### src/rtl/ysyx_22040759_ifq.sv
// Instruction fetch queue between the fetch and decode stages.
// Circular buffer with optional empty-queue pass-through.
module ysyx_22040759_ifq #(
  parameter int DEPTH  = 4,
  parameter int PC_W   = 64,
  parameter int INST_W = 32,
  parameter int BYPASS = 1
) (
  input  logic                         clk,
  input  logic                         rst,
  input  logic                         fs_to_q_valid,
  input  logic [PC_W+INST_W-1:0]       fs_to_q_bus,
  output logic                         q_allowin,
  output logic                         q_to_ds_valid,
  output logic [PC_W+INST_W-1:0]       q_to_ds_bus,
  input  logic                         ds_allowin,
  input  logic                         flush,
  output logic [$clog2(DEPTH+1)-1:0]   q_count
);

  localparam int BUS_W = PC_W + INST_W;
  localparam int PTR_W = $clog2(DEPTH);
  localparam int CNT_W = $clog2(DEPTH + 1);
  localparam logic [CNT_W-1:0] FULL_CNT = CNT_W'(DEPTH);

  if (DEPTH < 2 || DEPTH > 16 || (DEPTH & (DEPTH - 1)) != 0) begin : g_bad_depth
    $error("ysyx_22040759_ifq: DEPTH must be a power of two in 2..16");
  end

  logic [BUS_W-1:0] mem_q [DEPTH];

  logic [PTR_W-1:0] head_q, head_d;
  logic [PTR_W-1:0] tail_q, tail_d;
  logic [CNT_W-1:0] cnt_q,  cnt_d;

  logic empty;
  logic full;
  logic byp_mode;
  logic push;
  logic pop;
  logic byp_take;
  logic wr_en;
  logic rd_en;

  assign empty    = (cnt_q == '0);
  assign full     = (cnt_q == FULL_CNT);
  assign byp_mode = (BYPASS != 0) & empty;
  assign q_count  = cnt_q;

  // Output side: pass-through when empty in bypass mode, else the head entry.
  always_comb begin
    q_allowin     = ~full;
    q_to_ds_valid = 1'b0;
    q_to_ds_bus   = '0;
    if (byp_mode) begin
      q_to_ds_valid = fs_to_q_valid & ~flush;
      if (q_to_ds_valid) begin
        q_to_ds_bus = fs_to_q_bus;
      end
    end else begin
      q_to_ds_valid = ~empty & ~flush;
      if (!empty) begin
        q_to_ds_bus = mem_q[head_q];
      end
    end
  end

  // Handshake qualification; a bypassed entry never touches storage.
  always_comb begin
    push     = fs_to_q_valid & q_allowin & ~flush;
    pop      = q_to_ds_valid & ds_allowin & ~flush;
    byp_take = byp_mode & push & ds_allowin;
    wr_en    = push & ~byp_take;
    rd_en    = pop & ~empty;
  end

  // Next-state for pointers and occupancy; flush wins over push and pop.
  always_comb begin
    head_d = head_q;
    tail_d = tail_q;
    cnt_d  = cnt_q;
    if (flush) begin
      head_d = '0;
      tail_d = '0;
      cnt_d  = '0;
    end else begin
      if (wr_en) begin
        tail_d = tail_q + 1'b1;
      end
      if (rd_en) begin
        head_d = head_q + 1'b1;
      end
      if (wr_en && !rd_en) begin
        cnt_d = cnt_q + 1'b1;
      end else if (rd_en && !wr_en) begin
        cnt_d = cnt_q - 1'b1;
      end
    end
  end

  // Pointer and count registers, cleared immediately on reset.
  always_ff @(posedge clk or posedge rst) begin
    if (rst) begin
      head_q <= '0;
      tail_q <= '0;
      cnt_q  <= '0;
    end else begin
      head_q <= head_d;
      tail_q <= tail_d;
      cnt_q  <= cnt_d;
    end
  end

  // Storage array; contents are only observed after being written.
  always_ff @(posedge clk) begin
    if (wr_en) begin
      mem_q[tail_q] <= fs_to_q_bus;
    end
  end

endmodule

### config.mk
export PLATFORM = sky130hd
export DESIGN_NAME = ysyx_22040759_ifq
export DESIGN_NICKNAME = d
export VERILOG_FILES = /design/src/rtl/ysyx_22040759_ifq.sv
export SDC_FILE = /design/constraint.sdc
export NUM_CORES = 1
export LEC_CHECK = 0
export BUFFER_PORTS_ARGS = -buffer_cell sky130_fd_sc_hd__buf_2
export CORE_AREA = 2 2 167 169
export CTS_BUF_LIST = sky130_fd_sc_hd__clkbuf_16
export CTS_CLUSTER_SIZE = 8
export DETAILED_ROUTE_END_ITERATION = 7
export DIE_AREA = 0 0 169 171
export GPL_TIMING_DRIVEN = 1
export PLACE_DENSITY = 0.78
export REMOVE_ABC_BUFFERS = 1
export SLEW_MARGIN = 40
export SYNTH_ARGS = -nofsm -noshare
export SYNTH_HDL_FRONTEND = slang
export SYNTH_SLANG_ARGS = --single-unit
### constraint.sdc
create_clock -name clk -period 4.86 [get_ports clk]
set_clock_uncertainty 0.1 [all_clocks]
set_input_delay 0.486 -clock clk [delete_from_list [all_inputs] [get_ports clk]]
set_output_delay 0.486 -clock clk [all_outputs]
set_load 0.02 [all_outputs]
Word level (Yosys, flattened, before mapping)
Memories as Yosys holds them, arrays and structs flattened.
Index checks and enable logic that the tools add are counted.
{ "word_totals": {"ram_bits": 384, "word_cells": 43, "mem_count": 1, "ff_bits": 7, "input_bits": 101, "out_inout_bits": 101} }
{ "mem_list": {"columns": ["name", "words", "word_bits", "rd", "rd_ports_with_merged_regs", "write_ports", "line", "source"], "rows": [
  ["mem_q", 4, 96, 1, 0, 1, "30", "logic [BUS_W-1:0] mem_q [DEPTH];"]
]} }
{ "classes": {"addsub": 4, "n_reduce_logical": 8, "n_bitwise": 14, "n_eq_ne": 1, "mux": 12} }
{ "op_table": {"columns": ["operator", "n"], "rows": [
  ["two-way mux 96 bit", 2],
  ["AND 1 bit", 10],
  ["two-way mux 3 bit", 3],
  ["two-way mux 2 bit", 4],
  ["adder 2 x 1 -> 2 bit (second input constant)", 2],
  ["NOT 1 bit", 4],
  ["nonzero test 2 bit", 2],
  ["adder 3 x 1 -> 3 bit (second input constant)", 1],
  ["equality test 3 bit (second input constant)", 1],
  ["logical NOT 3 bit", 1],
  ["two-way mux 1 bit", 3],
  ["nonzero test 3 bit", 1],
  ["subtractor 3 x 1 -> 3 bit (second input constant)", 1],
  ["logical AND 1 bit", 2],
  ["logical NOT 1 bit", 2]
]} }

Logic depth before layout (Yosys ltp)
Gate-level depths: netlist (run 1).
{ "depth": {"word_depth": 13, "depth_mapped": 9, "ltp_nobuf": 8} }

Least setup slack after synthesis (run 1)
OpenSTA, ideal clock, no wires.
{ "synth_path": {"kind": "input to register", "from": "input port flush", "to": "memory mem_q[0][0] (netlist bit), enable pin", "path_stages": 4, "setup_ns": 0.466, "n_path_buf": 1, "arrival_time_ns": 3.266, "path_slack_ns": 1.028, "required_time_ns": 4.294, "path_cell_list": "clkbuf_1 inv_1 o311a_1 and2_1"} }
{ "synth_via": {"elab_chain_cells": 8} }
{ "synth_rtl": {"columns": ["item", "line", "source"], "rows": [
  ["start, declared", "17", "input logic flush,"],
  ["NOT 1 bit *", "70", "push = fs_to_q_valid & q_allowin & ~flush;"],
  ["AND 1 bit *", "70", null],
  ["AND 1 bit (2 in a row)", "72", "byp_take = byp_mode & push & ds_allowin;"],
  ["NOT 1 bit", "73", "wr_en = push & ~byp_take;"],
  ["AND 1 bit *", "73", null],
  ["two-way mux 1 bit *", "116", "if (wr_en) begin"],
  ["two-way mux 1 bit (not written as such) *", "117", "mem_q[tail_q] <= fs_to_q_bus;"],
  ["end, declared", "30", null]
]} }
Every way passes the cells marked *; elsewhere a longest branch is shown, timed or not.

Worst setup path after layout (run 1)
{ "layout_path": {"from": "register head_q[0]", "to": "output port q_to_ds_bus[71]"} }
{ "layout_via": {"elab_chain_cells": 2} }
{ "layout_rtl": {"columns": ["item", "line", "source"], "rows": [
  ["start, declared", "32", "logic [PTR_W-1:0] head_q, head_d;"],
  ["start signal, assigned", "104", "head_q <= '0;"],
  ["start signal, assigned", "108", "head_q <= head_d;"],
  ["memory (4 x 96 bit)", null, null],
  ["two-way mux 96 bit", "55", "if (byp_mode) begin"],
  ["end, declared", "15", "output logic [PC_W+INST_W-1:0] q_to_ds_bus,"]
]} }
No other way between the ends.

==> results of run 1 <==
==> layer usage <==
metal	track usage, %	wire length [µm]	vias up
met3	5.04	2370	49
met2	33.6	14800	336
li1	-	-	3371
met1	29.9	12500	4092
met5	0	26	-
met4	5.02	457	4
==> sequential cells by signal (all words and copies together) (netlist names) <==
signal and cells:
mem_q 384, head_q 2, tail_q 2, q_count 3
==> cell type report <==
| cell class | instances | area share [%] |
|---|---|---|
| sequential | 391 | 64.3 |
| multi-input combinational | 237 | 18.3 |
| clock buffer | 57 | 7.83 |
| timing repair buffer | 219 | 6.83 |
| tap | 346 | 2.38 |
| clock inverter | 11 | 0.227 |
| inverter | 6 | 0.124 |
| antenna | 1 | 0.0137 |
==> how the worst max path moves through the flow <==
stage	cells past startpoint	slack, ps	from	end
floorplan	3	-1090	q_count[1]	q_to_ds_bus[0]
global placement	4	1820	head_q[0]	q_to_ds_bus[71]
detailed placement	4	1840	head_q[0]	q_to_ds_bus[57]
CTS	4	1230	head_q[0]	q_to_ds_bus[71]
global route	4	1120	head_q[0]	q_to_ds_bus[71]
finish	4	1330	head_q[0]	q_to_ds_bus[71]
==> metrics by stage <==
stage | setup TNS, ps | hold slack, ps | std cells | total power (µW) | util, %
floorplan | -104990 | 189 | 634 | 6130 | -
global placement | 0 | 339 | 1194 | 6890 | 60.9
detailed placement | 0 | 339 | 1198 | 6940 | 61.2
CTS | 0 | 54.8 | 1267 | 10200 | 66.6
global route | 0 | 56.7 | 1267 | 10500 | 66.6
finish | 0 | 73.8 | 1268 | 10100 | 66.7
==> synth_stat cells (all sizes together) (2+ instances only) <==
master,instances,area [µm²]
edfxtp,384,11500
a22o,96,841
mux4,96,2160
buf,23,128
clkbuf,21,78.8
nor2,13,48.8
dfrtp,7,175
inv,6,22.5
nand2,6,22.5
and2,4,25.0
ha,4,50.1
a211oi,2,15.0
a21oi,2,10.0
mux2,2,22.5
xnor2,2,17.5
xor2,2,17.5
==> worst max-delay path: cells and delay by family, from the launching register on <==
kind	cells	cell delay, ps
flip-flops	1	890
buffers and inverters	2	650
multiplexers	1	600
AO/OA/AOI/OAI	1	220
==> power groups by stage <==
| stage | logic (µW) | registers (µW) | clock network, µW |
|---|---|---|---|
| after global routing | 3020 | 4040 | 3470 |
| after detailed placement | 2850 | 4090 | 0 |
| after global placement | 2790 | 4090 | 0 |
| after floorplan | 1950 | 4180 | 0 |
| after CTS | 2870 | 4030 | 3320 |
| final | 2840 | 4020 | 3260 |
==> what timing repair did <==
item / in CTS / in global routing
hold endpoints to repair: 7 / 0
hold buffers: 1 / 0
setup endpoints to repair: 0 / 0
==> cells by family (layout without fill, tap and decap cells) <==
family,count (synthesis),count (layout)
flops,391,391
compound gates,104,104
mux,98,98
buf+inv,50,293
simple gates,26,26
fa+ha+maj,5,5
xor+xnor,4,4
other cells,0,1
==> flow_summary_export.csv, run 1 <==
group,metric,value,unit
run_status,status,"finished, final reports clean",
sta,period_share,72.6,%
floorplanning,die_height,171,µm
synthesis,synth_compound_area_share,5.89,%
sta,fin_crit,3530,ps
cts,path_clk_slew,50,ps
synthesis,synth_flop_cell,"edfxtp_1",
placement,place_congestion,0.736,
detailed_routing,drtAntennaViolNets,0,
global_route,grt_pass1_wl,45900,µm
global_route,antenna_found_initial,4,
setup_path,timing.rr.end,"mem_q[0][31]",
global_route,grt_overflow_total,0,
power,p_switching,2960,µW
final_layout,fill_cells,1774,
synthesis,netlist_instances,678,
synthesis,synth-simple-area-share,0.788,%
cts,cts-root-buf,"clkbuf_16",
setup_path,critical_path.max_fanout,34,
setup_path,crit_path_end_kind,"primary output",
detailed_routing,dr.pass1.iters,5,
cts,cts.sinks,391,
cts,ctsResizeCount,0,
setup_path,critPathMaxStageDelay,890,ps
detailed_routing,wirelength,30200,µm
detailed_routing,drt_iter0_drc,763,
setup_path,worstPathArrival,2940,ps
sta,worst_pin_slew,733,ps
synthesis,yosysUniqueCellTypes,25,
final_layout,multi_input_area,3330,µm²
placement,pre_cts_ws,1840,ps
power,power.internal,7150,µW
sta,hold_violations,0,
global_route,grt_max_degree,63,
min_path,min_from,"fs_to_q_bus[28]",
synthesis,synth.ff_latch_count,391,
detailed_routing,drc,0,
cts,htreeDepth,2,
min_path,whs_path_depth,1,
power,p_seq_share,39.7,%
sta,setup_viol,0,
final_layout,drive_gt1_share,41.4,%
detailed_routing,routed_via_density,6.19,
floorplanning,die_area,28900,µm²
setup_path,r2r_slack,2370,ps
floorplanning,fp-row-count,61,
cts,cts_tree,"built",
final_layout,area_growth,19.5,%
final_layout,nNetsFinal,1015,
power,pwr-share-clk,32.2,%
min_path,min_path_type,"in2reg",
cts,cts-buffers-inserted,54,
detailed_routing,dr_total_vias,7852,
placement,hpwl,17700,µm
setup_path,crit-reg2reg-launch,"q_count[2]",
power,combinationalPowerShare,28.0,%
global_route,grt_pass1_vias,7995,
final_layout,final_area,18200,µm²
floorplanning,core,27300,µm²
floorplanning,die_x,169,µm
detailed_routing,avgRoutedWirePerCell,23.8,µm
synthesis,synthXorXnorAreaFrac,0.230,%
sta,clock.fmax,0.283,GHz
final_layout,final_cell_mix,"edfxtp_1 (384), buf_2 (201), mux4_2 (96), a22o_1 (96), clkbuf_16 (57)",
synthesis,synthAdderAreaFrac,0.460,%
synthesis,avgSynthCellArea,22.5,µm²
setup_path,worstSetupPathType,"reg2out",
placement,place_area,16700,µm²
min_path,hold_end,"mem_q[0][28]",
setup_path,cpMaxStageDelayCell,"dfrtp_4",
synthesis,synthArstFlopShare,1.79,%
placement,port_buffers,201,
setup_path,crit_path_cell_trace,"buf_4 -> mux4_2 -> a22o_1 -> buf_2",
final_layout,layout_commonest_cell,"edfxtp_1",
power,max-vdd-ir-drop,586,µV
synthesis,synth_top_family_by_area,"multiplexers",
global_route,grt_use_total,21.0,%
power,power.share.switching,29.3,%
synthesis,synth_mux_area_share,14.3,%
sta,drv_slew,0,
power,powerDensity,555,nW/µm²
synthesis,yosysSeqAreaShare,76.8,%
power,power_leakage,0.00636,µW
synthesis,ys_warn_count,0,
floorplanning,ios,202,
floorplanning,start_util,55.8,%
cts,clkLatencyLatePin,540,ps
run,drv_cap,0,
setup_path,cp-start-kind,"flop",
cts,cts_buffer_depth,3,
setup_path,required,4270,ps
sta,fin_ws,1330,ps
synthesis,synth_edf_count,384,
setup_path,rr_worst_depth,6,
sta,slew_headroom,51.2,%
synthesis,syn-cell-area,15200,µm²
cts,cts_setup_buffers,0,
final_layout,seqCellArea,11700,µm²
sta,rsz0062_at_grt,"no",
(Power assumes the default switching activity.)
==> run 2: changes to the inputs <==
--- a/config.mk
+++ b/config.mk
@@ -6,13 +6,13 @@
 export NUM_CORES = 1
 export LEC_CHECK = 0
 export BUFFER_PORTS_ARGS = -buffer_cell sky130_fd_sc_hd__buf_2
-export CORE_AREA = 2 2 167 169
+export CORE_AREA = 2 2 175 177
 export CTS_BUF_LIST = sky130_fd_sc_hd__clkbuf_16
 export CTS_CLUSTER_SIZE = 8
 export DETAILED_ROUTE_END_ITERATION = 7
-export DIE_AREA = 0 0 169 171
+export DIE_AREA = 0 0 177 179
 export GPL_TIMING_DRIVEN = 1
-export PLACE_DENSITY = 0.78
+export PLACE_DENSITY = 0.75
 export REMOVE_ABC_BUFFERS = 1
 export SLEW_MARGIN = 40
 export SYNTH_ARGS = -nofsm -noshare
==> constraint.sdc (replaced) <==
create_clock -name clk -period 3.1 [get_ports clk]
set_clock_uncertainty 0.1 [all_clocks]
set_input_delay 0.31 -clock clk [delete_from_list [all_inputs] [get_ports clk]]
set_output_delay 0.31 -clock clk [all_outputs]
set_load 0.02 [all_outputs]
==> flow_summary_export.csv, run 2 (synthesis results as in run 1) <==
group,metric,value,unit
run_status,status,"finished, final reports clean",
detailed_routing,drt_iter0_drc,706,
final_layout,seqCellArea,11700,µm²
detailed_routing,dr.pass1.iters,5,
cts,clkLatencyLatePin,540,ps
final_layout,largest_reg_flops,384,
sta,rsz0062_at_grt,"no",
floorplanning,ios,202,
global_route,grt_use_total,20.0,%
placement,hpwl,17900,µm
setup_path,crit_path_cell_trace,"buf_12 -> mux4_2 -> a22o_1 -> buf_2",
setup_path,worstPathArrival,2460,ps
cts,ctsResizeCount,0,
setup_path,crit_buf_inv,2,
setup_path,crit_family,"flip-flops",
global_route,grt_max_degree,70,
detailed_routing,dr_total_vias,8296,
floorplanning,die_area,31700,µm²
global_route,grt_pass1_vias,8561,
detailed_routing,drc,0,
cts,cts_buffer_depth,3,
final_layout,layout_commonest_cell,"edfxtp_1",
sta,drv_slew,0,
global_route,antenna_found_initial,1,
floorplanning,fp-row-count,64,
power,power_leakage,0.00692,µW
detailed_routing,avgRoutedWirePerCell,22.0,µm
global_route,grt_pass1_wl,48100,µm
sta,clock.fmax,0.348,GHz
final_layout,nNetsFinal,1126,
setup_path,critical_path.max_fanout,28,
sta,fin_crit,2870,ps
detailed_routing,wirelength,31700,µm
cts,cts-root-buf,"clkbuf_16",
sta,slew_headroom,57.3,%
setup_path,required,2690,ps
floorplanning,die_height,179,µm
min_path,min_path_type,"in2reg",
final_layout,top_register,"mem_q",
floorplanning,die_x,177,µm
cts,cts-buffers-inserted,54,
sta,worst_pin_slew,640,ps
final_layout,final_core_util,64.8,%
setup_path,crit_path_end_kind,"primary output",
setup_path,cpMaxStageDelayCell,"dfrtp_4",
placement,port_buffers,201,
final_layout,final_cell_mix,"edfxtp_1 (384), buf_2 (201), dlygate4sd3_1 (98)",
setup_path,cp-start-kind,"flop",
placement,place_congestion,0.757,
sta,setup_viol,0,
setup_path,worstSetupPathType,"reg2out",
floorplanning,start_util,50.8,%
cts,path_clk_slew,50,ps
floorplanning,core,30000,µm²
cts,htreeDepth,2,
power,powerDensity,830,nW/µm²
global_route,grt_overflow_total,0,
detailed_routing,routed_via_density,5.76,
power,max-vdd-ir-drop,655,µV
final_layout,drive_gt1_share,37.8,%
run,drv_cap,0,
detailed_routing,drtAntennaViolNets,0,
final_layout,multi_input_area,3330,µm²
sta,hold_violations,0,
cts,cts_tree,"built",
final_layout,fill_cells,1994,
final_layout,area_growth,27.7,%
cts,cts.sinks,391,
setup_path,critPathMaxStageDelay,660,ps
sta,period_share,92.6,%
sta,fin_setup_tns,0,ps
==> run 2: cell count changes in the layout (fill, tap and decap cells not counted) <==
cell	before	now
buf_12	8	13
buf_4	9	18
inv_1	17	29
dlygate4sd3_1	1	98
==> run 2: metal layers <==
layer  track usage, %  part of all wire, %
met4             5.92                  2.0
met3             3.88                  5.8
met2             32.0                   48
met5                0                    0
met1             28.4                   44
==> run 2: timing repair <==
action                                  4_1_cts  5_1_grt
hold buffers                                 98        0
setup buffers                                 0        2
endpoints found under the setup margin        0       15
endpoints found under the hold margin       395        0
==> run 2: report_power, final <==
group / internal, µW / switching, µW
Combinational: 2130 / 2670
Sequential: 6080 / 134
Clock: 3210 / 1930
Total: 11400 / 4740
==> run 2: final cells by class <==
cell class,count,share of cell area (%)
multi-input combinational,237,17.1
inverter,6,0.116
sequential,391,60.2
clock buffer,57,7.33
timing repair buffer,330,12.2
clock inverter,23,0.444
tap,396,2.55
antenna,1,0.0129
==> run 2: tightest hold or removal path: cells and delay by family <==
kind	cells	cell delay, ps
AND/OR/NAND/NOR	2	170
buffers and inverters	1	140
XOR/XNOR	1	70
==> run 2: worst paths after layout <==
check	startpoint	cells after the start	slack [ps]	endpoint
setup / recovery	head_q[0]	4	230	q_to_ds_bus[8]
hold / removal	ds_allowin	4	90	head_q[1]
setup reg to reg	q_count[0]	8	610	q_count[2]
hold reg to reg	tail_q[1]	2	480	tail_q[1]
max in group asynchronous	rst	3	2470	head_q[0]
min in group asynchronous	rst	3	170	head_q[1]
==> run 2: metrics by stage <==
stage | cell area [µm²] | total power, µW | cells | hold WS [ps] | worst slack, ps
4_1_cts | 19400 | 16300 | 1438 | 63.5 | 70.6
3_5_place_dp | 16900 | 11000 | 1260 | 173 | 653
5_1_grt | 19500 | 16900 | 1441 | 119 | 112
3_3_place_gp | 16900 | 11000 | 1260 | 152 | 741
6_report | 19500 | 16100 | 1441 | 94.3 | 228
2_1_floorplan | 15000 | 9560 | 634 | 13.4 | -2680
